<file path="config.mk">
export PLATFORM = sky130hd
export DESIGN_NAME = pipe_ctrl_flat
export DESIGN_NICKNAME = d
export VERILOG_FILES = /design/src/rtl/pipe_ctrl_pkg.sv /design/src/rtl/pipe_ctrl_if.sv /design/src/rtl/load_use_detect.sv /design/src/rtl/pipe_ctrl.sv /design/src/flat_wrapper.sv
export SDC_FILE = /design/constraint.sdc
export NUM_CORES = 1
export LEC_CHECK = 0
export CELL_PAD_IN_SITES_DETAIL_PLACEMENT = 0
export CELL_PAD_IN_SITES_GLOBAL_PLACEMENT = 1
export CORE_ASPECT_RATIO = 1.25
export CORE_MARGIN = 2
export CORE_UTILIZATION = 35
export DETAILED_ROUTE_END_ITERATION = 10
export HOLD_SLACK_MARGIN = 0.12
export PLACE_DENSITY = 0.92
export SYNTH_ARGS = -nofsm -noshare
export SYNTH_HDL_FRONTEND = slang
export SYNTH_SLANG_ARGS = --single-unit
</file>
<file path="constraint.sdc">
create_clock -name clk -period 3.1 [get_ports clk]
set_input_delay 0.465 -clock clk [delete_from_list [all_inputs] [get_ports clk]]
set_output_delay 0.465 -clock clk [all_outputs]
set_load 0.05 [all_outputs]
</file>
<file path="src/rtl/pipe_ctrl_pkg.sv">
// Shared types and constants for the pipeline hazard controller.
// Holds the FSM state encoding, sequence counter width and saturating event-counter helper.
package pipe_ctrl_pkg;

   localparam int CNT_W = 3;
   localparam int EVT_W = 16;
   localparam logic [EVT_W-1:0] EVT_MAX = 16'hFFFF;

   typedef enum logic [1:0] {
      ST_RUN   = 2'd0,
      ST_STALL = 2'd1,
      ST_FLUSH = 2'd2
   } state_t;

   typedef logic [CNT_W-1:0] cnt_t;

   function automatic logic [EVT_W-1:0] sat_inc(input logic [EVT_W-1:0] v, input logic en);
      return (en && (v != EVT_MAX)) ? v + 16'd1 : v;
   endfunction

endpackage

</file>
<file path="src/rtl/pipe_ctrl_if.sv">
// Hazard-control bundle between the pipeline datapath (master) and pipe_ctrl (slave).
interface pipe_ctrl_if #(
   parameter int REG_W = 6
) ();

   logic [REG_W-1:0] id_rs;
   logic [REG_W-1:0] id_rt;
   logic             id_uses_rt;
   logic             idex_memread;
   logic [REG_W-1:0] idex_rd;
   logic             branch_taken;
   logic             mem_busy;
   logic             pc_we;
   logic             ifid_we;
   logic             ifid_flush;
   logic             idex_bubble;
   logic             pipe_hold;
   logic [15:0]      stall_cnt;
   logic [15:0]      flush_cnt;

   modport master (
      output id_rs, id_rt, id_uses_rt, idex_memread, idex_rd, branch_taken, mem_busy,
      input  pc_we, ifid_we, ifid_flush, idex_bubble, pipe_hold, stall_cnt, flush_cnt
   );

   modport slave (
      input  id_rs, id_rt, id_uses_rt, idex_memread, idex_rd, branch_taken, mem_busy,
      output pc_we, ifid_we, ifid_flush, idex_bubble, pipe_hold, stall_cnt, flush_cnt
   );

endinterface

</file>
<file path="src/rtl/load_use_detect.sv">
// Combinational load-use hazard detect: the instruction in ID reads the register a load in EX writes.
module load_use_detect #(
   parameter int REG_W = 6
) (
   input  logic             i_memread,
   input  logic [REG_W-1:0] i_ex_rd,
   input  logic [REG_W-1:0] i_rs,
   input  logic [REG_W-1:0] i_rt,
   input  logic             i_uses_rt,
   output logic             o_load_use
);

   logic w_rd_nz;
   logic w_hit_rs;
   logic w_hit_rt;

   // Register 0 is hardwired, so a load targeting it never creates a dependency.
   assign w_rd_nz    = (i_ex_rd != '0);
   assign w_hit_rs   = (i_ex_rd == i_rs);
   assign w_hit_rt   = i_uses_rt && (i_ex_rd == i_rt);
   assign o_load_use = i_memread && w_rd_nz && (w_hit_rs || w_hit_rt);

endmodule

</file>
<file path="src/rtl/pipe_ctrl.sv">
// Pipeline hazard controller: memory freeze, taken-branch flush and load-use stall sequencing.
// Also keeps saturating counts of stalled cycles and branch flush events.
module pipe_ctrl
   import pipe_ctrl_pkg::*;
#(
   parameter int REG_W        = 6,
   parameter int FLUSH_CYCLES = 1,
   parameter int LOAD_STALL   = 1
) (
   input  logic       clk,
   input  logic       rst,
   pipe_ctrl_if.slave bus
);

   // state    | meaning
   // ST_RUN   | normal issue; branch, load-use and memory-busy events evaluated
   // ST_STALL | load-use bubbles still owed; PC and IF/ID held
   // ST_FLUSH | post-branch squash cycles still owed; IF/ID and ID/EX get NOPs

   state_t r_state;
   state_t w_state_nxt;
   cnt_t   r_cnt;
   cnt_t   w_cnt_nxt;
   logic [EVT_W-1:0] r_stall_cnt;
   logic [EVT_W-1:0] r_flush_cnt;

   logic w_load_use;
   logic w_flush_evt;
   logic w_pc_we;
   logic w_ifid_we;
   logic w_ifid_flush;
   logic w_idex_bubble;
   logic w_pipe_hold;

   load_use_detect #(.REG_W(REG_W)) u_lud (
      .i_memread  (bus.idex_memread),
      .i_ex_rd    (bus.idex_rd),
      .i_rs       (bus.id_rs),
      .i_rt       (bus.id_rt),
      .i_uses_rt  (bus.id_uses_rt),
      .o_load_use (w_load_use)
   );

   always_ff @(posedge clk) begin
      if (rst) begin
         r_state     <= ST_RUN;
         r_cnt       <= '0;
         r_stall_cnt <= '0;
         r_flush_cnt <= '0;
      end else begin
         r_state     <= w_state_nxt;
         r_cnt       <= w_cnt_nxt;
         r_stall_cnt <= sat_inc(r_stall_cnt, !w_pc_we);
         r_flush_cnt <= sat_inc(r_flush_cnt, w_flush_evt);
      end
   end

   always_comb begin
      w_state_nxt   = r_state;
      w_cnt_nxt     = r_cnt;
      w_flush_evt   = 1'b0;
      w_pc_we       = 1'b1;
      w_ifid_we     = 1'b1;
      w_ifid_flush  = 1'b0;
      w_idex_bubble = 1'b0;
      w_pipe_hold   = 1'b0;

      if (rst) begin
         w_pc_we       = 1'b0;
         w_ifid_we     = 1'b0;
         w_ifid_flush  = 1'b1;
         w_idex_bubble = 1'b1;
         w_state_nxt   = ST_RUN;
         w_cnt_nxt     = '0;
      end else if (bus.mem_busy) begin
         // Whole pipe freezes; any in-progress stall/flush sequence resumes afterwards.
         w_pc_we     = 1'b0;
         w_ifid_we   = 1'b0;
         w_pipe_hold = 1'b1;
      end else begin
         case (r_state)
            ST_RUN: begin
               if (bus.branch_taken) begin
                  w_ifid_flush  = 1'b1;
                  w_idex_bubble = 1'b1;
                  w_flush_evt   = 1'b1;
                  w_cnt_nxt     = cnt_t'(FLUSH_CYCLES - 1);
                  w_state_nxt   = (FLUSH_CYCLES > 1) ? ST_FLUSH : ST_RUN;
               end else if (w_load_use) begin
                  w_pc_we       = 1'b0;
                  w_ifid_we     = 1'b0;
                  w_idex_bubble = 1'b1;
                  w_cnt_nxt     = cnt_t'(LOAD_STALL - 1);
                  w_state_nxt   = (LOAD_STALL > 1) ? ST_STALL : ST_RUN;
               end
            end
            ST_STALL: begin
               w_pc_we       = 1'b0;
               w_ifid_we     = 1'b0;
               w_idex_bubble = 1'b1;
               w_cnt_nxt     = r_cnt - cnt_t'(1);
               if (r_cnt == cnt_t'(1)) w_state_nxt = ST_RUN;
            end
            ST_FLUSH: begin
               w_ifid_flush  = 1'b1;
               w_idex_bubble = 1'b1;
               w_cnt_nxt     = r_cnt - cnt_t'(1);
               if (r_cnt == cnt_t'(1)) w_state_nxt = ST_RUN;
            end
            default: begin
               w_state_nxt = ST_RUN;
               w_cnt_nxt   = '0;
            end
         endcase
      end
   end

   assign bus.pc_we       = w_pc_we;
   assign bus.ifid_we     = w_ifid_we;
   assign bus.ifid_flush  = w_ifid_flush;
   assign bus.idex_bubble = w_idex_bubble;
   assign bus.pipe_hold   = w_pipe_hold;
   assign bus.stall_cnt   = r_stall_cnt;
   assign bus.flush_cnt   = r_flush_cnt;

endmodule

</file>
<file path="src/flat_wrapper.sv">
// flat-port wrapper written by rule: the top's interface ports become plain ports
module pipe_ctrl_flat import pipe_ctrl_pkg::*;
#(
   parameter int REG_W        = 6,
   parameter int FLUSH_CYCLES = 1,
   parameter int LOAD_STALL   = 1
)
  (clk, rst, bus_id_rs, bus_id_rt, bus_id_uses_rt, bus_idex_memread, bus_idex_rd, bus_branch_taken, bus_mem_busy, bus_pc_we, bus_ifid_we, bus_ifid_flush, bus_idex_bubble, bus_pipe_hold, bus_stall_cnt, bus_flush_cnt);
  pipe_ctrl_if #(.REG_W(REG_W)) bus_i ();
  input  logic clk;
  input  logic rst;
  input wire logic [$bits(bus_i.id_rs)-1:0] bus_id_rs;
  input wire logic [$bits(bus_i.id_rt)-1:0] bus_id_rt;
  input wire logic [$bits(bus_i.id_uses_rt)-1:0] bus_id_uses_rt;
  input wire logic [$bits(bus_i.idex_memread)-1:0] bus_idex_memread;
  input wire logic [$bits(bus_i.idex_rd)-1:0] bus_idex_rd;
  input wire logic [$bits(bus_i.branch_taken)-1:0] bus_branch_taken;
  input wire logic [$bits(bus_i.mem_busy)-1:0] bus_mem_busy;
  output wire logic [$bits(bus_i.pc_we)-1:0] bus_pc_we;
  output wire logic [$bits(bus_i.ifid_we)-1:0] bus_ifid_we;
  output wire logic [$bits(bus_i.ifid_flush)-1:0] bus_ifid_flush;
  output wire logic [$bits(bus_i.idex_bubble)-1:0] bus_idex_bubble;
  output wire logic [$bits(bus_i.pipe_hold)-1:0] bus_pipe_hold;
  output wire logic [$bits(bus_i.stall_cnt)-1:0] bus_stall_cnt;
  output wire logic [$bits(bus_i.flush_cnt)-1:0] bus_flush_cnt;
  assign bus_i.id_rs = bus_id_rs;
  assign bus_i.id_rt = bus_id_rt;
  assign bus_i.id_uses_rt = bus_id_uses_rt;
  assign bus_i.idex_memread = bus_idex_memread;
  assign bus_i.idex_rd = bus_idex_rd;
  assign bus_i.branch_taken = bus_branch_taken;
  assign bus_i.mem_busy = bus_mem_busy;
  assign bus_pc_we = bus_i.pc_we;
  assign bus_ifid_we = bus_i.ifid_we;
  assign bus_ifid_flush = bus_i.ifid_flush;
  assign bus_idex_bubble = bus_i.idex_bubble;
  assign bus_pipe_hold = bus_i.pipe_hold;
  assign bus_stall_cnt = bus_i.stall_cnt;
  assign bus_flush_cnt = bus_i.flush_cnt;
  pipe_ctrl #(.REG_W(REG_W), .FLUSH_CYCLES(FLUSH_CYCLES), .LOAD_STALL(LOAD_STALL)) u_core (.clk(clk), .rst(rst), .bus(bus_i));
endmodule
</file>
Yosys cells after proc, flatten, opt, wreduce, memory -nomap -nowiden. Index checks and enable logic that the tools add are counted.

Register bits: 37. Input bits: 24. Output and inout port bits: 37.

Add/sub/neg operators: 3. Equality and inequality tests: 9. Muxes and demuxes: 26. Bitwise logic cells: 1. Reduce and logical (&&, ||, !) cells: 12.

Operator list (count): $add A16 B1 Y16 const B (2); $ne A16 B16 Y1 const B (2); $mux W1 (16); $eq A6 B6 Y1 (2); $mux W2 (3); $mux W3 (2); $pmux W1 S2 (3); $pmux W3 S2 (1); $reduce_bool A6 Y1 (1); $logic_and A1 B1 Y1 (5); $pmux W2 S2 (1); $eq A3 B1 Y1 const B (1); $ne A3 B3 Y1 const B (1); $reduce_and A3 Y1 (1); $sub A3 B1 Y3 const B (1); $eq A2 B1 Y1 const B (1); $eq A2 B2 Y1 const B (1); $logic_not A2 Y1 (1); $ne A2 B1 Y1 const B (1); $reduce_and A2 Y1 (1); $reduce_or A2 Y1 (1); $logic_not A1 Y1 (1); $logic_or A1 B1 Y1 (1); $not A1 Y1 (1).

Depth between registers and ports, before layout. Gate-level depths: netlist (run 1).

Word-level depth: 11. Mapped depth: 8. Depth with buffers taken out: 7.

Modules after synthesis. Synthesis (run 1) repeated with hierarchy kept, for this count alone.

Cell total of the unflattened synthesis: 221. Area, all modules: 1860.5 um^2.

Modules (own cells, without submodules): pipe_ctrl (times used 1, cells an instance 202, area each 1710.4 um^2); load_use_detect (times used 1, cells an instance 19, area each 150.1 um^2).

Worst setup path after synthesis (run 1). OpenSTA, ideal clock, no wires.

Kind: input -> output. Start: input port bus_idex_rd[1]. End: output port bus_pc_we. Data arrival time: 2.461 ns. Data required time: 2.635 ns. Setup slack: 0.174 ns. Stages on the path: 4. Path buffers: 1. Cell sequence: nor4_2 -> a21oi_1 -> a21boi_0 -> buf_4.

Word-level cells in the longest chain between the ends: 9.

RTL lines: start, declared (line flat_wrapper.sv:16) `input wire logic [$bits(bus_i.idex_rd)-1:0] bus_idex_rd;`; $eq A6 B6 Y1 (line load_use_detect.sv:20) `assign w_hit_rt = i_uses_rt && (i_ex_rd == i_rt);`; $logic_and A1 B1 Y1 (line load_use_detect.sv:20); $logic_or A1 B1 Y1 (line load_use_detect.sv:21) `assign o_load_use = i_memread && w_rd_nz && (w_hit_rs || w_hit_rt);`; $logic_and A1 B1 Y1 * (line load_use_detect.sv:21); $mux W1 * (2 in series); $pmux W1 S2 *; $mux W1 * (2 in series); end, declared (line flat_wrapper.sv:19) `output wire logic [$bits(bus_i.pc_we)-1:0] bus_pc_we;`.

Mark *: on every way between the ends. The rest lies on a longest branch, timed or not.

Final worst setup path (run 1).
Start: input port bus_idex_rd[1]. End: output port bus_pc_we.

Word-level cells in the longest chain between the ends: 9.

RTL lines: $eq A6 B6 Y1 (line load_use_detect.sv:20); $logic_and A1 B1 Y1 (line load_use_detect.sv:20); $logic_or A1 B1 Y1 (line load_use_detect.sv:21); $logic_and A1 B1 Y1 * (line load_use_detect.sv:21); $mux W1 * (line pipe_ctrl.sv:89) `end else if (w_load_use) begin`; $mux W1 * (line pipe_ctrl.sv:83) `if (bus.branch_taken) begin`; $pmux W1 S2 * (line pipe_ctrl.sv:81) `case (r_state)`; $mux W1 * (line pipe_ctrl.sv:75) `end else if (bus.mem_busy) begin`; $mux W1 * (line pipe_ctrl.sv:68) `if (rst) begin`.

Marked as above.

==> results of run 1 <==
## kinds of logic (layout without fill, tap and decap cells)
family / after synthesis / count (layout) / synth area share (%)
multiplexers: 2 / 2 / 1.19
flip-flops: 32 / 32 / 35.7
XOR/XNOR: 29 / 29 / 14.2
AND/OR/NAND/NOR: 101 / 101 / 30.5
AO/OA/AOI/OAI: 36 / 36 / 13.1
buffers and inverters: 10 / 72 / 3.97
adder cells (fa/ha/maj): 2 / 2 / 1.39
## critical path: cells and delay by family
kind / cells / cell delay (ns)
compound gates: 2 / 0.73
buf+inv: 2 / 0.69
simple gates: 1 / 0.38
## path summary, 6_finish.rpt
path | endpoint | start | slack (ns) | depth (start not counted)
hold / removal | u_core.bus.stall_cnt[15] | u_core.bus.stall_cnt[15] | 0.50 | 2
setup reg to reg | u_core.bus.stall_cnt[10] | u_core.bus.stall_cnt[0] | 1.08 | 7
setup / recovery | bus_pc_we | bus_idex_rd[1] | 0.36 | 5
hold reg to reg | u_core.bus.stall_cnt[15] | u_core.bus.stall_cnt[15] | 0.50 | 2
## final cells by class
| type | instances | share of cell area (%) |
|---|---|---|
| well taps | 62 | 3.02 |
| flip-flops and latches | 32 | 25.0 |
| clock buffers | 7 | 3.36 |
| multi-input cells | 170 | 42.2 |
| repair buffers | 62 | 25.9 |
| clock inverters | 1 | 0.292 |
| inverters | 2 | 0.292 |
## per-stage QoR
step / worst slack (ns) / total power (W) / std cells / util, %
global placement: 0.389 / 0.000585 / 328 / 49.4
floorplan: 0.174 / 0.000517 / 212 / -
global route: 0.270 / 0.000946 / 336 / 51.3
detailed placement: 0.359 / 0.000586 / 328 / 49.4
finish: 0.363 / 0.000909 / 336 / 51.3
CTS: 0.363 / 0.000923 / 336 / 51.3
## registers in the layout (all words and copies together) (netlist names)
name,count
u_core.bus.flush_cnt,16
u_core.bus.stall_cnt,16
## per-layer routing
layer	share of wire, %	GRT usage [%]	routed length [um]
met2	53	28.1	2320
met3	4.2	4.59	184
met4	1.1	4.91	46
met5	0	0	0
met1	41	18.0	1790
## power groups by stage
stage / Clock [W] / Sequential [W] / Combinational, W
2_1_floorplan: 0 / 0.000450 / 0.0000665
3_3_place_gp: 0 / 0.000433 / 0.000152
3_5_place_dp: 0 / 0.000433 / 0.000153
4_1_cts: 0.000346 / 0.000423 / 0.000154
5_1_grt: 0.000359 / 0.000424 / 0.000162
6_report: 0.000333 / 0.000424 / 0.000153
## cell usage in the layout (no fill, tap or decap), types with 5 or more instances in the layout
| master | count |
|---|---|
| clkdlybuf4s50_1 | 55 |
| dfxtp_1 | 32 |
| nor2_1 | 25 |
| nand3_1 | 17 |
| xnor2_1 | 15 |
| nand2_1 | 15 |
| a21oi_1 | 15 |
| xor2_1 | 14 |
| o21ai_0 | 13 |
| or3_1 | 10 |
| nand4_1 | 9 |
| clkbuf_8 | 6 |
| and3_1 | 5 |
| buf_12 | 5 |
## synthesized netlist by cell type (all sizes together)
| cell | number |
|---|---|
| a21boi | 2 |
| a21o | 1 |
| a21oi | 16 |
| a31oi | 1 |
| a41o | 1 |
| a41oi | 1 |
| and2 | 1 |
| and3 | 6 |
| and4 | 2 |
| buf | 5 |
| clkbuf | 3 |
| dfxtp | 32 |
| ha | 2 |
| inv | 2 |
| mux2 | 1 |
| mux2i | 1 |
| nand2 | 15 |
| nand2b | 2 |
| nand3 | 18 |
| nand4 | 9 |
| nor2 | 25 |
| nor2b | 2 |
| nor3 | 4 |
| nor4 | 4 |
| o21ai | 13 |
| o22ai | 1 |
| or2 | 1 |
| or3 | 12 |
| xnor2 | 15 |
| xor2 | 14 |
==> parameters.txt, run 1 <==
Parameter                              Value

Yosys
  Synth Register Bits ... 32
  Top-area cell type share of the netlist area ... 35.7%
  Sequential area share after synthesis ... between 30% and 40%
  Yosys warning total ... 0
  Cell variety after synth ... ~40
  Post-synth net total ... 238
  Library cell occupying the most area in the post-synthesis netlist ... dfxtp_1
  Area contributors post-synth ... dfxtp_1 (36%), xnor2_1 (7.3%), xor2_1 (6.8%), nor2_1 (5.2%), nand3_1 (4.7%)
  Combined area of all synthesized cells ... 0.00179 mm^2
  Syn avg cell area ... about 8.5 um^2
  Post-synthesis instance total ... 212

Timing
  Slew @ Worst Pin ... 0.683 ns
  Period Utilization, post-route ... 88.3%
  Achievable Freq ... 0.365 GHz
  Worst hold margin ... 0.502 ns
  Clock skew after layout ... approximately 0.0084 ns
  RSZ-0062 raised after global routing ... no
  Final hold viol count ... 0
  Final setup TNS ... 0 ns
  Worst slew margin relative to its limit ... 54.1%
  Final max-slew violation count ... 0
  Post-layout minimum cycle time ... 2.74 ns
  Number of endpoints failing setup at the final stage ... 0

Finish
  Register cell area after layout ... 641 um^2
  Share of post-route cells with drive strength above 1 ... 9.85%
  Antenna Diode Count ... 0
  Area used by multi-input combinational logic ... between 0.001 and 0.0015 mm^2
  Area growth from synthesis to layout ... 43.1%
  Final cell area excluding filler cells ... 0.00257 mm^2
  # nets final ... approximately 300
  Filler instances ... 493

Status
  Run status ... finished, final reports clean

Placed design
  HPWL Detailed ... 3.28 mm
  Final GP Congestion ... between 0.7 and 0.8
  Post-detailed-placement cell area ... 0.00247 mm^2
  # port buffers ... 60

Power and ir drop
  Comb power frac ... 16.8%
  Net switching fraction of the power ... 26.4%
  Lkg Pwr ... 0.864 nW
  Maximum resistive drop on vdd ... 233 uV
  Cell internal power dissipation ... between 0.0006 and 0.0007 W
  Switching power of the nets ... 0.000240 W
  Clock network fraction of design power ... 36.6%
  Cell Pwr Density ... 354 mW/mm^2
  Proportion of power drawn by flip-flops and latches ... ~47%

Route
  Overall via count from detail_route ... 1,720
  Average vias per placed instance ... 5.12
  Number of nets still failing antenna checks after routing ... 0
  First drt pass iteration count ... 4
  Average wire per standard cell ... 12.9 um
  First-iteration detailed-routing DRC count ... 96
  Final routed wirelength across all metal layers ... 4.34 mm
  Count of unresolved DRC violations after routing ... 0

Setup path
  CP cell instances ... clkdlybuf4s50_1 > nor4_2 > a21oi_1 > a21boi_0 > buf_12
  Kind of start point of the critical path ... primary input
  Largest driver fanout on the critical path ... 3
  Signal arrival time at the worst endpoint ... between 2 and 2.5 ns
  Critical path start-end classification ... primary input to primary output
  Critical path required time ... roughly 2.6 ns
  Kind of end point of the critical path ... primary output
  Critical Path Max Stage Delay ... 0.58 ns
  CP max stage cell ... a21boi_0

Global routing
  Global-route wire length before repair ... 7.17 mm
  Initial antenna violation count ... 0
  Pin count of the biggest net entering global routing ... 36
  Overflow left after global routing ... 0
  Total routing resource utilization after global routing ... 16.0%
  Via count of the first global-routing pass ... between 1.5k and 2k

Clock network
  Maximum clock insertion buffer count ... 2
  Clock H-tree levels ... 2
  Clk Latency, worst-skew pair ... 0.28 ns
  Number of instances resized during post-cts repair ... 0
  CTS tree ... yes
  Clock-pin transition on the worst setup and hold timing paths ... 0.07 ns
  Total CTS buffers ... 5
  Post-CTS Repair Setup Buffers ... 0
  # clock sinks ... 32
  Library cell used as clock root buffer ... clkbuf_8
  Post-cts hold buffer count ... 0

Floorplan
  Die Y-Extent ... about 84 um
  Area of the die ... 0.00572 mm^2
  Top-level I/O count ... 61
  Effective utilization at floorplan ... 35.8%
  Std cell rows ... 29
  Die Width ... 68.0 um
  Core area ... 0.00501 mm^2

Min path
  Worst hold-check path type ... flop to flop

Job
  Number of violations of the max-capacitance limit ... 0
Note: power is estimated with default switching activity, not from simulation.
==> run 2, diff against run 1 <==
- RECOVER_POWER: not set -> 100
==> run 2 against run 1 <==
Net effect: final cell count is the same; via count is 0.81% higher; global-route usage stayed put; largest power group unchanged; highest routed layer unchanged.
==> parameters.txt, run 2 (same netlist as run 1, synthesis figures left out) <==
Parameter                              Value

Status
  Run status ... finished, final reports clean

Clock network
  Post-CTS Repair Setup Buffers ... 0
  CTS tree ... yes
  Library cell used as clock root buffer ... clkbuf_8
  Clock-pin transition on the worst setup and hold timing paths ... 0.07 ns
  Maximum clock insertion buffer count ... 2
  Post-cts hold buffer count ... 0
  Clk Latency, worst-skew pair ... between 0.2 and 0.3 ns
  Total CTS buffers ... 5
  Clock H-tree levels ... 2
  # clock sinks ... 32
  Number of instances resized during post-cts repair ... 0

Setup path
  Largest driver fanout on the critical path ... 3
  Critical path start-end classification ... primary input to primary output
  Critical Path Max Stage Delay ... 0.59 ns
  Critical path required time ... ~2.6 ns
  Kind of end point of the critical path ... primary output
  CP max stage cell ... a21boi_0
  CP cell instances ... clkdlybuf4s50_1 > nor4_1 > a21oi_1 > a21boi_0 > buf_12
  Signal arrival time at the worst endpoint ... roughly 2.4 ns
  Kind of start point of the critical path ... primary input

Route
  First-iteration detailed-routing DRC count ... 76
  Average vias per placed instance ... 5.16
  Overall via count from detail_route ... 1,734
  Average wire per standard cell ... 13.0 um
  Number of nets still failing antenna checks after routing ... 0
  Final routed wirelength across all metal layers ... about 4.4 mm
  Count of unresolved DRC violations after routing ... 0
  First drt pass iteration count ... 4

Floorplan
  Effective utilization at floorplan ... 35.8%
  Top-level I/O count ... between 60 and 70
  Core area ... roughly 0.005 mm^2
  Die Width ... 68.0 um
  Area of the die ... 0.00572 mm^2
  Die Y-Extent ... ~84 um
  Std cell rows ... 29

Power and ir drop
  Net switching fraction of the power ... 26.6%
  Comb power frac ... between 10% and 20%
  Proportion of power drawn by flip-flops and latches ... 47.1%
  Cell internal power dissipation ... 0.000660 W
  Lkg Pwr ... between 0.9 and 1 nW
  Switching power of the nets ... 0.000239 W
  Cell Pwr Density ... 361 mW/mm^2
  Maximum resistive drop on vdd ... between 200 and 250 uV
  Clock network fraction of design power ... 37.3%
  Total design power ... ~0.0009 W

Finish
  Leading cell types in the layout, fill and taps excluded ... dlygate4sd3_1 (33), dfxtp_1 (32), nor2_1 (25)
  # nets final ... 299
  Antenna Diode Count ... 0
  Final design utilization ... 49.8%
  Area growth from synthesis to layout ... 38.9%
  Share of post-route cells with drive strength above 1 ... 7.30%
  Most common cell after layout, fill and taps aside ... dlygate4sd3_1

Timing
  Slew @ Worst Pin ... 0.700 ns
  Period Utilization, post-route ... 91.9%
  Final hold viol count ... 0
  Clock skew after layout ... between 0.009 and 0.01 ns
  Achievable Freq ... approximately 0.35 GHz
  Post-layout minimum cycle time ... 2.85 ns
  Worst slew margin relative to its limit ... 53.3%
  Final max-slew violation count ... 0
  Number of endpoints failing setup at the final stage ... 0
  RSZ-0062 raised after global routing ... no
  Final setup TNS ... 0 ns

Placed design
  # port buffers ... 60
  HPWL Detailed ... 3.28 mm
  Final GP Congestion ... slightly below 0.8

Global routing
  Global-route wire length before repair ... 7.17 mm
  Initial antenna violation count ... 0
  Overflow left after global routing ... 0
  Via count of the first global-routing pass ... 1,654
  Pin count of the biggest net entering global routing ... 36
  Total routing resource utilization after global routing ... 16.0%

Job
  Number of violations of the max-capacitance limit ... 0

Min path
  Worst hold-check path type ... flop to flop
==> run 2: changes by cell type in the layout (fill, tap and decap cells not counted), sizes merged <==
cell           delta
buf               -4
clkbuf            +4
clkdlybuf4s50    -33
dlygate4sd3      +33
==> run 2: final timing paths <==
kind | cells after the start | endpoint | from | slack, ns
hold reg to reg | 2 | u_core.bus.stall_cnt[15] | u_core.bus.stall_cnt[15] | 0.50
hold / removal | 2 | u_core.bus.stall_cnt[15] | u_core.bus.stall_cnt[15] | 0.50
setup reg to reg | 7 | u_core.bus.stall_cnt[10] | u_core.bus.stall_cnt[0] | 1.00
setup / recovery | 5 | bus_pc_we | bus_idex_rd[0] | 0.25
==> run 2: per-layer routing <==
layer | vias to the layer above | track usage (%) | share of wire [%]
met3 | 6 | 4.59 | 3.9
met2 | 31 | 28.1 | 53
li1 | 876 | - | -
met4 | 0 | 4.91 | 1.1
met5 | - | 0 | 0
met1 | 821 | 18.0 | 42
==> run 2: cell type report <==
| cell class | instances | area [um^2] |
|---|---|---|
| repair buffers | 62 | 628 |
| inverters | 2 | 7.51 |
| flip-flops and latches | 32 | 641 |
| multi-input cells | 170 | 1040 |
| clock inverters | 1 | 7.51 |
| well taps | 62 | 77.6 |
| clock buffers | 7 | 86.3 |
| fillers | 505 | 2510 |
==> run 2: worst max-delay path, delay by kind of cell <==
kind / cells / cell delay, ns
compound gates: 2 / 0.76
buf+inv: 2 / 0.70
simple gates: 1 / 0.46
==> run 2: power by group through the flow <==
stage,registers (W),clock network [W],logic (W)
final,0.000423,0.000336,0.000139
after CTS,0.000423,0.000346,0.000154
after detailed placement,0.000433,0,0.000153
after floorplan,0.000450,0,0.0000665
after global routing,0.000424,0.000359,0.000149
after global placement,0.000433,0,0.000152
==> run 2: metrics by stage <==
step                instances  hold slack [ns]  instance area (um^2)  setup slack (ns)
detailed placement        328            0.496                  2470             0.359
floorplan                 212            0.649                  1790             0.174
global placement          328            0.490                  2470             0.389
finish                    336            0.504                  2490             0.252
global route              336            0.537                  2490             0.174
CTS                       336            0.507                  2570             0.363
